[src/rtl/cpu_pkg.sv]
// Shared CPU datapath constants and ALU op encodings.
// Used by the operand stage and its forwarding resolver.
package cpu_pkg;

  localparam int WIDTH = 16;
  localparam int RADDR = 4;

  typedef enum logic {
    ALU_ADD = 1'b0,
    ALU_SUB = 1'b1
  } alu_op_e;

  localparam logic [RADDR-1:0] R0 = '0;

endpackage

[src/rtl/fwd_mux.sv]
// Per-operand RAW resolver: R0 reads as zero, then the EX/MEM result, then the WB result,
// otherwise the register file read data.
module fwd_mux
  import cpu_pkg::*;
#(
  parameter int W = cpu_pkg::WIDTH,
  parameter int A = cpu_pkg::RADDR
) (
  input  logic [A-1:0] addr_i,
  input  logic [W-1:0] rf_data_i,
  input  logic         exm_we_i,
  input  logic [A-1:0] exm_rd_i,
  input  logic [W-1:0] exm_result_i,
  input  logic         wb_we_i,
  input  logic [A-1:0] wb_rd_i,
  input  logic [W-1:0] wb_result_i,
  output logic [W-1:0] data_o
);

  // NOTE: give every always_comb output a value on every path (here via the
  // if/else chain ending in a plain else) or synthesis infers a latch.
  always_comb begin
    if (addr_i == R0) begin
      data_o = '0;
    end else if (exm_we_i && (exm_rd_i == addr_i)) begin
      // EX/MEM holds the newer value when both stages target the same register.
      data_o = exm_result_i;
    end else if (wb_we_i && (wb_rd_i == addr_i)) begin
      data_o = wb_result_i;
    end else begin
      data_o = rf_data_i;
    end
  end

endmodule

[src/rtl/alu_operand_stage.sv]
// ID/EX register feeding the ALU: valid/ready capture with EX/MEM and WB forwarding,
// immediate select, and WB refresh of stored operands while the stage is held.
module alu_operand_stage
  import cpu_pkg::*;
#(
  parameter int WIDTH = cpu_pkg::WIDTH,
  parameter int RADDR = cpu_pkg::RADDR
) (
  input  logic             CLK,
  input  logic             RESET,
  input  logic             IN_VALID,
  output logic             IN_READY,
  input  logic [RADDR-1:0] RS1_ADDR,
  input  logic [RADDR-1:0] RS2_ADDR,
  input  logic [WIDTH-1:0] RS1_DATA,
  input  logic [WIDTH-1:0] RS2_DATA,
  input  logic [WIDTH-1:0] IMM,
  input  logic             USE_IMM,
  input  logic             OP_IN,
  input  logic [RADDR-1:0] RD_ADDR_IN,
  input  logic             REG_WRITE_IN,
  input  logic             FLUSH,
  input  logic             EXM_REG_WRITE,
  input  logic [RADDR-1:0] EXM_RD_ADDR,
  input  logic [WIDTH-1:0] EXM_RESULT,
  input  logic             WB_REG_WRITE,
  input  logic [RADDR-1:0] WB_RD_ADDR,
  input  logic [WIDTH-1:0] WB_RESULT,
  input  logic             OUT_READY,
  output logic             OUT_VALID,
  output logic [WIDTH-1:0] SRCA,
  output logic [WIDTH-1:0] SRCB,
  output logic             OP,
  output logic [RADDR-1:0] RD_ADDR_OUT,
  output logic             REG_WRITE_OUT
);

  logic             out_valid_q, out_valid_d;
  logic [WIDTH-1:0] srca_q, srca_d;
  logic [WIDTH-1:0] srcb_q, srcb_d;
  alu_op_e          op_q, op_d;
  logic [RADDR-1:0] rd_q, rd_d;
  logic             reg_write_q, reg_write_d;
  logic [RADDR-1:0] rs1_q, rs1_d;
  logic [RADDR-1:0] rs2_q, rs2_d;
  logic             use_imm_q, use_imm_d;

  logic [WIDTH-1:0] fwd_a, fwd_b;
  logic             xfer_in;

  fwd_mux #(.W(WIDTH), .A(RADDR)) u_fwd_a (
    .addr_i      (RS1_ADDR),
    .rf_data_i   (RS1_DATA),
    .exm_we_i    (EXM_REG_WRITE),
    .exm_rd_i    (EXM_RD_ADDR),
    .exm_result_i(EXM_RESULT),
    .wb_we_i     (WB_REG_WRITE),
    .wb_rd_i     (WB_RD_ADDR),
    .wb_result_i (WB_RESULT),
    .data_o      (fwd_a)
  );

  fwd_mux #(.W(WIDTH), .A(RADDR)) u_fwd_b (
    .addr_i      (RS2_ADDR),
    .rf_data_i   (RS2_DATA),
    .exm_we_i    (EXM_REG_WRITE),
    .exm_rd_i    (EXM_RD_ADDR),
    .exm_result_i(EXM_RESULT),
    .wb_we_i     (WB_REG_WRITE),
    .wb_rd_i     (WB_RD_ADDR),
    .wb_result_i (WB_RESULT),
    .data_o      (fwd_b)
  );

  assign IN_READY = !out_valid_q || OUT_READY;
  assign xfer_in  = IN_VALID && IN_READY;

  always_comb begin
    out_valid_d = out_valid_q;
    srca_d      = srca_q;
    srcb_d      = srcb_q;
    op_d        = op_q;
    rd_d        = rd_q;
    reg_write_d = reg_write_q;
    rs1_d       = rs1_q;
    rs2_d       = rs2_q;
    use_imm_d   = use_imm_q;

    if (FLUSH) begin
      out_valid_d = 1'b0;
    end else if (xfer_in) begin
      out_valid_d = 1'b1;
      srca_d      = fwd_a;
      srcb_d      = USE_IMM ? IMM : fwd_b;
      op_d        = alu_op_e'(OP_IN);
      rd_d        = RD_ADDR_IN;
      reg_write_d = REG_WRITE_IN;
      rs1_d       = RS1_ADDR;
      rs2_d       = RS2_ADDR;
      use_imm_d   = USE_IMM;
    end else if (out_valid_q && OUT_READY) begin
      out_valid_d = 1'b0;
    end else if (out_valid_q) begin
      // Held: only a WB write may update a stored register operand; EX/MEM is ignored.
      if (WB_REG_WRITE && (rs1_q != R0) && (WB_RD_ADDR == rs1_q)) begin
        srca_d = WB_RESULT;
      end
      if (WB_REG_WRITE && !use_imm_q && (rs2_q != R0) && (WB_RD_ADDR == rs2_q)) begin
        srcb_d = WB_RESULT;
      end
    end
  end

  // NOTE: sequential state uses non-blocking assignments so every register
  // samples the pre-edge values regardless of statement order.
  always_ff @(posedge CLK or posedge RESET) begin
    if (RESET) begin
      out_valid_q <= 1'b0;
      srca_q      <= '0;
      srcb_q      <= '0;
      op_q        <= ALU_ADD;
      rd_q        <= '0;
      reg_write_q <= 1'b0;
      rs1_q       <= '0;
      rs2_q       <= '0;
      use_imm_q   <= 1'b0;
    end else begin
      out_valid_q <= out_valid_d;
      srca_q      <= srca_d;
      srcb_q      <= srcb_d;
      op_q        <= op_d;
      rd_q        <= rd_d;
      reg_write_q <= reg_write_d;
      rs1_q       <= rs1_d;
      rs2_q       <= rs2_d;
      use_imm_q   <= use_imm_d;
    end
  end

  assign OUT_VALID     = out_valid_q;
  assign SRCA          = srca_q;
  assign SRCB          = srcb_q;
  assign OP            = op_q;
  assign RD_ADDR_OUT   = rd_q;
  assign REG_WRITE_OUT = reg_write_q && out_valid_q;

endmodule

[config.mk]
export PLATFORM = sky130hd
export DESIGN_NAME = alu_operand_stage
export DESIGN_NICKNAME = d
export VERILOG_FILES = /design/src/rtl/cpu_pkg.sv /design/src/rtl/fwd_mux.sv /design/src/rtl/alu_operand_stage.sv
export SDC_FILE = /design/constraint.sdc
export NUM_CORES = 1
export LEC_CHECK = 0
export ABC_CLOCK_PERIOD_IN_PS = 1740
export CAP_MARGIN = 20
export CORE_UTILIZATION = 40
export CTS_BUF_LIST = sky130_fd_sc_hd__clkbuf_4 sky130_fd_sc_hd__clkbuf_8
export CTS_CLUSTER_SIZE = 8
export DETAILED_ROUTE_END_ITERATION = 10
export GPL_TIMING_DRIVEN = 0
export PLACE_DENSITY = 0.92
export SYNTH_ARGS = -nofsm -noshare
export SYNTH_HDL_FRONTEND = slang
export SYNTH_SLANG_ARGS = --single-unit
[constraint.sdc]
create_clock -name CLK -period 1.74 [get_ports CLK]
set_input_delay 0.435 -clock CLK [delete_from_list [all_inputs] [get_ports CLK]]
set_output_delay 0.435 -clock CLK [all_outputs]
set_load 0.03 [all_outputs]
==> results_tabular.tex, run 1 <==
\begin{tabular}{lr}
\hline
Metric & Value \\
\hline
\multicolumn{2}{l}{\textbf{Final layout}} \\
\quad Antenna diodes & 0 \\
\quad Fraction of layout cells with a size suffix above 1 & 31.5\% \\
\quad Layout fillers & 590 \\
\quad Final standard cell area without fillers & 0.00597 sq mm \\
\quad Area delta synth->final & 74.2\% \\
\quad NumNets Final & 693 \\
\quad Final core occ & 72.3\% \\
\quad Non-filler instance count after layout & 689 \\
\multicolumn{2}{l}{\textbf{Synth}} \\
\quad Nets in the synthesized netlist & 508 \\
\quad Synth Instances & 398 \\
\quad Biggest area consumer among synthesized cells & dfrtp\_1 \\
\quad Post-synthesis async set-or-reset flop share & 100\% \\
\quad Synth warnings & 0 \\
\quad Per-instance average area after synthesis & 8.61 sq um \\
\quad Cell area after synthesis & 0.00343 sq mm \\
\quad Number of distinct library cells after synthesis & 45 \\
\quad Commonest cells in the netlist & dfrtp\_1 (48), nor2\_1 (47), a211oi\_1 (37), nand3\_1 (32), nand2\_1 (20) \\
\quad Sequential-to-total area share from yosys stat & 35.0\% \\
\quad EDFF count, synth & 0 \\
\quad Prevailing post-synth register cell & dfrtp\_1 \\
\quad Yosys reg bits & 48 \\
\quad Fraction of post-synthesis cell area in the top cell type by area & 35.0\% \\
\quad Leading post-synthesis cells by cell area & dfrtp\_1 (35\%), a211oi\_1 (8.1\%), nor2\_1 (5.1\%) \\
\quad Library cell with the highest instance count after synthesis & dfrtp\_1 \\
\multicolumn{2}{l}{\textbf{Route}} \\
\quad Vias per Instance & 6.24 \\
\quad Via Count & 4300 \\
\quad Iteration-0 DRC count of the detailed router & 382 \\
\quad Routed wire length per instance & 21.6 um \\
\quad Total iterations of the first detailed-routing run & 5 \\
\quad Remaining antenna violation count after routing & 0 \\
\quad Routed wire length & 14900 um \\
\quad Detailed-route DRC error count & 0 \\
\multicolumn{2}{l}{\textbf{Timing}} \\
\quad Setup-violating endpoint count in the final report & 28 \\
\quad Pin slew with the least headroom to its limit & 0.862 ns \\
\quad Number of endpoints with negative hold slack in the final report & 0 \\
\quad Tmin final & 1.92 ns \\
\quad Worst-case hold slack & 0.468 ns \\
\quad Final critical-path share of the clock period & 110\% \\
\quad Slew Limit Headroom & 42.5\% \\
\quad Worst Skew & 0.0265 ns \\
\quad Unrepaired setup endpoints after global routing & yes \\
\quad Max Slew Vio Count & 0 \\
\quad Worst Setup Slack, final & -0.177 ns \\
\quad Timing-limited maximum frequency & 522 MHz \\
\multicolumn{2}{l}{\textbf{Pwr}} \\
\quad Design internal power & 2.85 mW \\
\quad Logic gate share of total power & 44.9\% \\
\quad Proportion of total power due to net switching & 37.8\% \\
\quad Reported leakage power & 2.37 nW \\
\quad Part of the total power dissipated in the clock network & 22.1\% \\
\quad Power per cell area & 767 mW/mm\^{}2 \\
\quad Flop pwr share & 33.0\% \\
\quad Net switching power of the design & 1.73 mW \\
\quad Maximum vdd drop & 0.498 mV \\
\multicolumn{2}{l}{\textbf{Critical path}} \\
\quad Worst endpoint data arrival time & 2.13 ns \\
\quad Critical path peak fanout & 6 \\
\quad Worst setup path category & in2reg \\
\quad Worst reg2reg path depth & 7 \\
\quad Startpoint type of the worst setup path & primary input \\
\quad CP required & 1.95 ns \\
\quad Nature of the critical path endpoint & flop \\
\multicolumn{2}{l}{\textbf{Flow run}} \\
\quad Max-cap viol count & 0 \\
\multicolumn{2}{l}{\textbf{Clock network}} \\
\quad CTS Hold Bufs & 0 \\
\quad Clk\_lat worst skew & 0.32 ns \\
\quad H-Tree Level Count & 2 \\
\quad Clock root buffer master & clkbuf\_8 \\
\quad Inserted Clock Buffers & 5 \\
\quad Clock tree from TritonCTS & yes \\
\quad Max clock buf depth & 2 \\
\quad Sinks on the clock net & 48 \\
\quad Clock slew at reported path FFs & 0.11 ns \\
\multicolumn{2}{l}{\textbf{Floorplanning}} \\
\quad Floorplan die height & 94.6 um \\
\quad Die boundary width & 94.6 um \\
\quad Row cnt & 33 \\
\quad Initial Util & 41.5\% \\
\quad Number of placed I/O pins & 150 \\
\quad Placeable Area & 0.00826 sq mm \\
\quad Die area & 0.00894 sq mm \\
\multicolumn{2}{l}{\textbf{Global routing}} \\
\quad GR met3 Demand/Resource & 5.56\% \\
\quad Most used routing layer in global routing & met2 \\
\quad Total routing resource utilization after global routing & 29.7\% \\
\quad Global routing usage on met2 & 50.9\% \\
\quad Maximum number of pins on one net before global-route repair & 27 \\
\quad Number of global-route vias before repair & 4182 \\
\quad Overflow left after global routing & 0 \\
\quad Initial antenna violation count & 0 \\
\quad Global routing met1 resource utilization & 34.5\% \\
\quad First-pass GRT wire length & 20300 um \\
\multicolumn{2}{l}{\textbf{Min path}} \\
\quad Worst hold-check path type & in2async \\
\multicolumn{2}{l}{\textbf{Run status}} \\
\quad Violations in the final reports & setup timing \\
\quad Result of the run & finished, violations left \\
\multicolumn{2}{l}{\textbf{Placement}} \\
\quad Place WS & -0.964 ns \\
\quad Total placed cells including tap cells & 649 \\
\quad Placement Cell Area & 0.00520 sq mm \\
\quad Final RePlAce weighted congestion & 0.895 \\
\quad HPWL after detailed placement & 9540 um \\
\quad Number of I/O port buffers & 145 \\
\hline
\end{tabular}
[layout make-up]
class	count	area, sq um	share of cell area, %
Multi-Input combinational cell	296	2460	41.2
Timing Repair Buffer	182	1710	28.6
Sequential cell	48	1200	20.1
Buffer	29	253	4.23
Tap cell	105	131	2.20
Inverter	21	78.8	1.32
Clock buffer	6	76.3	1.28
Clock inverter	2	60.1	1.01
[worst paths after layout]
check / from / end / slack (ns)
worst min-delay path: RESET / OUT_VALID / 0.47
worst max register to register: rs2_q[1] / SRCB[10] / -0.17
max in group asynchronous: RESET / SRCA[9] / 0.70
worst min register to register: reg_write_q / reg_write_q / 0.49
worst max-delay path: WB_RD_ADDR[0] / SRCB[10] / -0.18
min in group CLK: RS1_ADDR[3] / rs1_q[3] / 0.47
[metrics by stage]
step                power [mW]  setup TNS (ns)
floorplan                 2.54           -1.19
global placement          3.38          -73.60
detailed placement        3.44          -35.69
CTS                       4.37           -1.89
global route              4.76           -4.16
finish                    4.58           -2.38
[worst max-delay path: stages]
cell and delay (ns):
clkdlybuf4s15_2 0.27, or3_4 0.42, a221o_2 0.42, buf_12 0.15, buf_8 0.13, a211oi_2 0.20
o22ai_1 0.09
[placed cells by master (no fill, tap or decap), types with 8 or more instances in the layout]
| cell type | n |
|---|---|
| a211oi_1 | 20 |
| a211oi_2 | 26 |
| and3_1 | 16 |
| buf_2 | 9 |
| buf_4 | 34 |
| buf_6 | 10 |
| clkdlybuf4s50_1 | 88 |
| dfrtp_1 | 47 |
| dlygate4sd2_1 | 44 |
| inv_1 | 18 |
| mux2_1 | 10 |
| nand2_1 | 8 |
| nand2_2 | 9 |
| nand3_1 | 30 |
| nor2_1 | 44 |
| o21ai_0 | 19 |
| o21ai_1 | 8 |
| o221ai_2 | 16 |
| o22ai_1 | 14 |
[sequential cells by signal, indices dropped and copies added, names as in the netlist]
name	flops
rs1_q	4
SRCB	16
OUT_VALID	1
rs2_q	4
OP	1
use_imm_q	1
SRCA	16
reg_write_q	1
RD_ADDR_OUT	4
[logic make-up (layout without fill, tap and decap cells)]
family	count (synthesis)	in the layout	share of synthesized area, %
DFF	48	48	35.0
xor gates and xnor gates	19	19	5.29
buffers and inverters	54	240	7.34
muxes	15	15	4.93
AOI/OAI and AO/OA	121	121	26.4
and+or+nand+nor	141	141	21.0
[metal layers]
| metal | vias up | part of all wire (%) |
|---|---|---|
| li1 | 1840 | - |
| met1 | 2034 | 35 |
| met2 | 337 | 49 |
| met3 | 89 | 10 |
| met4 | 0 | 5.3 |
| met5 | - | 0 |
[repair_timing]
item / 4_1_cts / 5_1_grt
gates cloned: 1 / 2
pin swaps: 22 / 29
resized for setup: 118 / 72
setup buffers: 18 / 15
endpoints found under the setup margin: 87 / 44
[power groups by stage]
stage / clock [mW] / sequential [mW] / combinational, mW
global route: 1.06 / 1.54 / 2.16
CTS: 1.01 / 1.50 / 1.85
detailed placement: 0 / 1.53 / 1.91
global placement: 0 / 1.52 / 1.87
floorplan: 0 / 1.91 / 0.631
finish: 1.01 / 1.51 / 2.06
No activity file was read; power rests on OpenSTA's default activity.
==> run 2, diff against run 1 <==
CELL_PAD_IN_SITES_DETAIL_PLACEMENT = 1   (was not set)
CELL_PAD_IN_SITES_GLOBAL_PLACEMENT = 2   (was not set)
CORE_UTILIZATION = 22   (was 40)
PLACE_DENSITY = 0.91   (was 0.92)
==> results_tabular.tex, run 2 (same netlist as run 1, synthesis figures left out) <==
\begin{tabular}{lr}
\hline
Metric & Value \\
\hline
\multicolumn{2}{l}{\textbf{Run status}} \\
\quad Result of the run & finished, violations left (unchanged) \\
\quad Violations in the final reports & setup timing (unchanged) \\
\multicolumn{2}{l}{\textbf{Clock network}} \\
\quad H-Tree Level Count & 2 (unchanged) \\
\quad Max clock buf depth & 2 (unchanged) \\
\quad Clock slew at reported path FFs & 0.10 ns (was 0.11 ns) \\
\quad Clock tree from TritonCTS & yes (unchanged) \\
\quad Sinks on the clock net & 48 (unchanged) \\
\quad CTS Hold Bufs & 0 (unchanged) \\
\quad Inserted Clock Buffers & 5 (unchanged) \\
\quad Clk\_lat worst skew & 0.33 ns (was 0.32 ns) \\
\quad Clock root buffer master & clkbuf\_8 (unchanged) \\
\multicolumn{2}{l}{\textbf{Timing}} \\
\quad Worst Setup Slack, final & -0.170 ns (was -0.177 ns) \\
\quad Timing-limited maximum frequency & 524 MHz (was 522 MHz) \\
\quad Pin slew with the least headroom to its limit & 0.763 ns (was 0.862 ns) \\
\quad Final critical-path share of the clock period & 110\% (about the same) \\
\quad Tmin final & 1.91 ns (was 1.92 ns) \\
\quad Worst Skew & 0.0236 ns (was 0.0265 ns) \\
\quad Number of endpoints with negative hold slack in the final report & 0 (unchanged) \\
\quad Slew Limit Headroom & 48.7\% (was 42.5\%) \\
\quad Unrepaired setup endpoints after global routing & yes (unchanged) \\
\quad Max Slew Vio Count & 0 (unchanged) \\
\quad Setup-violating endpoint count in the final report & 16 (was 28) \\
\multicolumn{2}{l}{\textbf{Min path}} \\
\quad Number of cells traversed by the worst hold path & 2 \\
\quad Worst hold-check path type & in2reg (was in2async) \\
\quad Endpoint, Worst Hold & rs1\_q[3] \\
\quad Hold\_sp & RS1\_ADDR[3] \\
\multicolumn{2}{l}{\textbf{Flow run}} \\
\quad Max-cap viol count & 0 (unchanged) \\
\multicolumn{2}{l}{\textbf{Global routing}} \\
\quad Initial antenna violation count & 1 (was 0) \\
\quad Total routing resource utilization after global routing & 20.1\% (was 29.7\%) \\
\quad Maximum number of pins on one net before global-route repair & 28 (was 27) \\
\quad Overflow left after global routing & 0 (unchanged) \\
\quad Number of global-route vias before repair & 4348 (was 4182) \\
\quad First-pass GRT wire length & 24300 um (was 20300 um) \\
\multicolumn{2}{l}{\textbf{Route}} \\
\quad Via Count & 4006 (was 4300) \\
\quad Remaining antenna violation count after routing & 0 (unchanged) \\
\quad Detailed-route DRC error count & 0 (unchanged) \\
\quad Iteration-0 DRC count of the detailed router & 257 (was 382) \\
\quad Routed wire length per instance & 21.2 um (was 21.6 um) \\
\quad Total iterations of the first detailed-routing run & 4 (was 5) \\
\quad Routed wire length & 16200 um (was 14900 um) \\
\quad Vias per Instance & 5.22 (was 6.24) \\
\multicolumn{2}{l}{\textbf{Final layout}} \\
\quad NumNets Final & 688 (was 693) \\
\quad Area delta synth->final & 72.3\% (was 74.2\%) \\
\quad Antenna diodes & 0 (unchanged) \\
\quad Non-filler instance count after layout & 767 (was 689) \\
\quad Most common library cell in the layout ignoring fill and taps & clkdlybuf4s50\_1 (unchanged) \\
\quad Fraction of layout cells with a size suffix above 1 & 27.8\% (was 31.5\%) \\
\quad Leading cell types in the layout, fill and taps excluded & clkdlybuf4s50\_1 (88), dfrtp\_1 (47), dlygate4sd2\_1 (45) (was clkdlybuf4s50\_1 (88), dfrtp\_1 (47), nor2\_1 (44), dlygate4sd2\_1 (44), buf\_4 (34)) \\
\multicolumn{2}{l}{\textbf{Floorplanning}} \\
\quad Row cnt & 45 (was 33) \\
\quad Die area & 0.0161 sq mm (was 0.00894 sq mm) \\
\quad Floorplan die height & 127 um (was 94.6 um) \\
\quad Initial Util & 22.5\% (was 41.5\%) \\
\quad Placeable Area & 0.0152 sq mm (was 0.00826 sq mm) \\
\quad Die boundary width & 127 um (was 94.6 um) \\
\quad Number of placed I/O pins & 150 (unchanged) \\
\multicolumn{2}{l}{\textbf{Critical path}} \\
\quad CP required & 1.95 ns (about the same) \\
\quad Worst endpoint data arrival time & 2.12 ns (was 2.13 ns) \\
\quad Startpoint type of the worst setup path & flop (was primary input) \\
\quad Critical path peak fanout & 6 (unchanged) \\
\quad Slowest cell on the critical path & a221o\_2 (was or3\_4) \\
\quad Critical register-to-register path endpoint & SRCB[0] (was SRCB[10]) \\
\quad Nature of the critical path endpoint & flop (unchanged) \\
\quad Worst path cell trace & nor3\_1, or3\_4, a221o\_2, buf\_12, a311oi\_2, o22ai\_1 (was clkdlybuf4s15\_2, or3\_4, a221o\_2, buf\_12, buf\_8, a211oi\_2, o22ai\_1) \\
\quad R2R Setup Slk & -0.17 ns (about the same) \\
\quad Critical register-to-register path startpoint & rs2\_q[3] (was rs2\_q[1]) \\
\quad Worst reg2reg path depth & 6 (was 7) \\
\quad Worst setup path category & reg2reg (was in2reg) \\
\quad Origin of the worst setup path & rs2\_q[3] (was WB\_RD\_ADDR[0]) \\
\quad Crit path largest cell delay & 0.46 ns (was 0.42 ns) \\
\multicolumn{2}{l}{\textbf{Placement}} \\
\quad Total placed cells including tap cells & 732 (was 649) \\
\quad Final RePlAce weighted congestion & 0.819 (was 0.895) \\
\quad HPWL after detailed placement & 11700 um (was 9540 um) \\
\quad Number of I/O port buffers & 145 (unchanged) \\
\multicolumn{2}{l}{\textbf{Pwr}} \\
\quad Total chip power & 4.44 mW (was 4.58 mW) \\
\quad Power per cell area & 752 mW/mm\^{}2 (was 767 mW/mm\^{}2) \\
\quad Maximum vdd drop & 0.316 mV (was 0.498 mV) \\
\quad Reported leakage power & 2.31 nW (was 2.37 nW) \\
\hline
\end{tabular}
==> run 2: cell count changes in the layout (fill, tap and decap cells not counted), moves of 7 or more <==
cell / change
nand2_2: -9
nand2_1: +11
o221ai_2: -14
buf_4: -7
o221ai_1: +14
==> run 2: final cells by class <==
type	instances	area (sq um)
Clock buffer	7	96.3
Clock inverter	1	30.0
Buffer	31	258
Multi-Input combinational cell	296	2360
Fill cell	1729	9300
Inverter	21	78.8
Tap cell	188	235
Timing Repair Buffer	175	1650
Sequential cell	48	1200
==> run 2: worst max-delay path, delay by kind of cell (launching register included) <==
| family | cells | cell delay (ns) |
|---|---|---|
| AND/OR/NAND/NOR | 2 | 0.44 |
| AO/OA/AOI/OAI | 3 | 0.77 |
| flip-flops | 1 | 0.42 |
| buffers and inverters | 1 | 0.18 |
==> run 2: through the flow <==
stage          setup slack, ns  utilization, %  hold slack (ns)  TNS [ns]  cell area [sq um]
6_report                -0.170            38.8            0.448     -1.82               5900
5_1_grt                 -0.255            38.8            0.442     -3.06               5900
4_1_cts                 -0.183            37.9            0.475     -1.90               5760
3_5_place_dp             -1.07            34.9            0.479    -39.36               5310
3_3_place_gp             -1.17            34.8            0.463    -85.15               5290
2_1_floorplan          -0.0915               -            0.449     -1.19               3600
==> run 2: timing repair <==
item                                    4_1_cts  5_1_grt
resized for setup                           130       49
cloned                                        3        1
pin swaps                                    29       25
endpoints found under the setup margin       87       38
setup buffers                                23        4
==> run 2: worst max path at each step <==
stage                 to  cells past startpoint
6_report         SRCB[0]                      6
4_1_cts          SRCB[5]                      7
5_1_grt          SRCB[2]                      6
3_5_place_dp    SRCB[10]                      8
2_1_floorplan   SRCB[10]                      7
3_3_place_gp   OUT_VALID                      2
==> run 2: where the power goes <==
part,total (mW),switching (mW),leakage (nW),internal (mW)
Combinational,1.99,1.13,1.69,0.860
Sequential,1.52,0.161,0.548,1.36
Clock,0.933,0.424,0.0645,0.508
==> run 2: per-layer routing <==
layer  GRT usage, %  vias up  wire length, um
met5              0        -               12
met4           7.98        2              420
met3           3.63       30              946
met2           35.3      154             8120
met1           24.2     1987             6750
li1               -     1833                -
==> run 3, diff against run 2 <==
CORE_ASPECT_RATIO = 0.75   (was not set)
==> results_tabular.tex, run 3 (same netlist as run 1, synthesis figures left out) <==
\begin{tabular}{lr}
\hline
Metric & Value \\
\hline
\multicolumn{2}{l}{\textbf{Run status}} \\
\quad Result of the run & finished, violations left (unchanged) \\
\quad Violations in the final reports & setup timing (unchanged) \\
\multicolumn{2}{l}{\textbf{Floorplanning}} \\
\quad Row cnt & 39 (was 45) \\
\quad Floorplan die height & 110 um (was 127 um) \\
\quad Placeable Area & 0.0152 sq mm (about the same) \\
\quad Die area & 0.0161 sq mm (about the same) \\
\quad Number of placed I/O pins & 150 (unchanged) \\
\quad Die boundary width & 146 um (was 127 um) \\
\quad Initial Util & 22.5\% (about the same) \\
\multicolumn{2}{l}{\textbf{Timing}} \\
\quad Pin slew with the least headroom to its limit & 0.822 ns (was 0.763 ns) \\
\quad Max Slew Vio Count & 0 (unchanged) \\
\quad Worst-case hold slack & 0.429 ns (was 0.448 ns) \\
\quad Worst Setup Slack, final & -0.288 ns (was -0.170 ns) \\
\quad Timing-limited maximum frequency & 493 MHz (was 524 MHz) \\
\quad Total Negative Setup Slacks & -2.16 ns (was -1.82 ns) \\
\quad Number of endpoints with negative hold slack in the final report & 0 (unchanged) \\
\quad Final critical-path share of the clock period & 117\% (was 110\%) \\
\quad Setup-violating endpoint count in the final report & 16 (unchanged) \\
\quad Worst Skew & 0.0110 ns (was 0.0236 ns) \\
\quad Unrepaired setup endpoints after global routing & yes (unchanged) \\
\quad Tmin final & 2.03 ns (was 1.91 ns) \\
\quad Slew Limit Headroom & 45.2\% (was 48.7\%) \\
\multicolumn{2}{l}{\textbf{Clock network}} \\
\quad H-Tree Level Count & 2 (unchanged) \\
\quad Clk\_lat worst skew & 0.32 ns (was 0.33 ns) \\
\quad Sinks on the clock net & 48 (unchanged) \\
\quad Clock root buffer master & clkbuf\_8 (unchanged) \\
\quad Clock tree from TritonCTS & yes (unchanged) \\
\quad Inserted Clock Buffers & 5 (unchanged) \\
\quad Clock slew at reported path FFs & 0.10 ns (about the same) \\
\quad Max clock buf depth & 2 (unchanged) \\
\quad CTS Hold Bufs & 0 (unchanged) \\
\multicolumn{2}{l}{\textbf{Placement}} \\
\quad Placement Cell Area & 0.00533 sq mm (was 0.00531 sq mm) \\
\quad Final RePlAce weighted congestion & 0.862 (was 0.819) \\
\quad HPWL after detailed placement & 11900 um (was 11700 um) \\
\quad Number of I/O port buffers & 145 (unchanged) \\
\multicolumn{2}{l}{\textbf{Critical path}} \\
\quad R2R Setup Slk & -0.18 ns (was -0.17 ns) \\
\quad Critical path peak fanout & 10 (was 6) \\
\quad Slowest cell on the critical path & a211oi\_1 (was a221o\_2) \\
\quad Worst endpoint data arrival time & 2.23 ns (was 2.12 ns) \\
\quad Worst path cell trace & dlygate4sd2\_1, xnor2\_2, nand3\_4, or2\_1, buf\_2, buf\_6, a211oi\_1, o22ai\_1 (was nor3\_1, or3\_4, a221o\_2, buf\_12, a311oi\_2, o22ai\_1) \\
\quad Crit path largest cell delay & 0.36 ns (was 0.46 ns) \\
\quad CP required & 1.94 ns (was 1.95 ns) \\
\quad Startpoint type of the worst setup path & primary input (was flop) \\
\quad Nature of the critical path endpoint & flop (unchanged) \\
\quad Worst setup path category & in2reg (was reg2reg) \\
\multicolumn{2}{l}{\textbf{Pwr}} \\
\quad Total chip power & 4.32 mW (was 4.44 mW) \\
\quad Power per cell area & 719 mW/mm\^{}2 (was 752 mW/mm\^{}2) \\
\quad Reported leakage power & 2.39 nW (was 2.31 nW) \\
\quad Maximum vdd drop & 0.313 mV (was 0.316 mV) \\
\multicolumn{2}{l}{\textbf{Global routing}} \\
\quad Initial antenna violation count & 0 (was 1) \\
\quad Most used routing layer in global routing & met2 (unchanged) \\
\quad GR met3 Demand/Resource & 3.79\% (was 3.63\%) \\
\quad Overflow left after global routing & 0 (unchanged) \\
\quad Global routing met1 resource utilization & 27.0\% (was 24.2\%) \\
\quad Global routing usage on met2 & 34.4\% (was 35.3\%) \\
\quad Total routing resource utilization after global routing & 20.6\% (was 20.1\%) \\
\quad First-pass GRT wire length & 24800 um (was 24300 um) \\
\quad Maximum number of pins on one net before global-route repair & 26 (was 28) \\
\quad Number of global-route vias before repair & 4374 (was 4348) \\
\multicolumn{2}{l}{\textbf{Final layout}} \\
\quad Most common library cell in the layout ignoring fill and taps & clkdlybuf4s50\_1 (unchanged) \\
\quad NumNets Final & 679 (was 688) \\
\quad Fraction of layout cells with a size suffix above 1 & 31.8\% (was 27.8\%) \\
\quad Leading cell types in the layout, fill and taps excluded & clkdlybuf4s50\_1 (88), dfrtp\_1 (47), nor2\_1 (47) (was clkdlybuf4s50\_1 (88), dfrtp\_1 (47), dlygate4sd2\_1 (45)) \\
\quad Area delta synth->final & 75.4\% (was 72.3\%) \\
\quad Antenna diodes & 0 (unchanged) \\
\quad Final standard cell area without fillers & 0.00601 sq mm (was 0.00590 sq mm) \\
\multicolumn{2}{l}{\textbf{Route}} \\
\quad Total iterations of the first detailed-routing run & 4 (unchanged) \\
\quad Via Count & 4005 (was 4006) \\
\quad Remaining antenna violation count after routing & 0 (unchanged) \\
\quad Routed wire length & 16500 um (was 16200 um) \\
\quad Detailed-route DRC error count & 0 (unchanged) \\
\quad Vias per Instance & 5.17 (was 5.22) \\
\quad Routed wire length per instance & 21.3 um (was 21.2 um) \\
\quad Iteration-0 DRC count of the detailed router & 277 (was 257) \\
\multicolumn{2}{l}{\textbf{Flow run}} \\
\quad Max-cap viol count & 0 (unchanged) \\
\multicolumn{2}{l}{\textbf{Min path}} \\
\quad Worst hold-check path type & in2reg (unchanged) \\
\hline
\end{tabular}
-- run 3: changes by cell type in the layout (fill, tap and decap cells not counted), moves of 6 or more --
cell      change
nand2_1      -16
o221ai_1     -14
o221ai_2     +14
nand2_4      +12
buf_4        -10
o21ai_1       -9
nor2_1        +7
o21ai_2       +7
nor2_2        -6
-- run 3: through the flow --
| step | setup slack, ns | instances | utilization [%] |
|---|---|---|---|
| final | -0.288 | 775 | 39.5 |
| after global routing | -0.343 | 775 | 39.5 |
| after CTS | -0.155 | 777 | 38.1 |
| after detailed placement | -1.03 | 749 | 35.0 |
| after global placement | -1.23 | 748 | 34.9 |
| after floorplan | -0.0915 | 398 | - |
-- run 3: report_power, final --
group / leakage [nW] / total (mW) / internal, mW / switching, mW
clock: 0.0510 / 0.754 / 0.319 / 0.435
combinational: 1.79 / 2.06 / 0.880 / 1.18
sequential: 0.548 / 1.51 / 1.35 / 0.158
total: 2.39 / 4.32 / 2.55 / 1.77
-- run 3: final timing paths --
kind,cells after the start,startpoint,end
max,8,RS2_ADDR[0],SRCB[13]
min,2,RS1_ADDR[3],rs1_q[3]
max reg2reg,7,rs2_q[1],SRCB[9]
min reg2reg,1,OP,OP
max in group asynchronous,3,RESET,OUT_VALID
min in group asynchronous,2,RESET,RD_ADDR_OUT[1]
-- run 3: per-layer routing --
layer,routed length [um],up-vias
met4,366,0
met5,0,-
met1,7350,1996
li1,-,1820
met2,7750,161
met3,1040,28
-- run 3: final cells by class --
type                            instances  area (sq um)
Buffer                                 30           269
Clock buffer                            6          82.6
Clock inverter                          2          10.0
Fill cell                            1750          9210
Inverter                               21          78.8
Multi-Input combinational cell        296          2520
Sequential cell                        48          1200
Tap cell                              205           256
Timing Repair Buffer                  167          1590
-- run 3: repair_timing --
action	4_1_cts	5_1_grt
pin swaps	26	10
buffers inserted	19	0
gates resized for setup	151	63
cloned	2	0
setup endpoints to repair	87	41
-- run 3: worst max-delay path: cells and delay by family --
kind                   cells  cell delay, ns
XOR/XNOR                   1            0.21
AO/OA/AOI/OAI              2            0.52
AND/OR/NAND/NOR            2            0.39
buffers and inverters      3            0.67
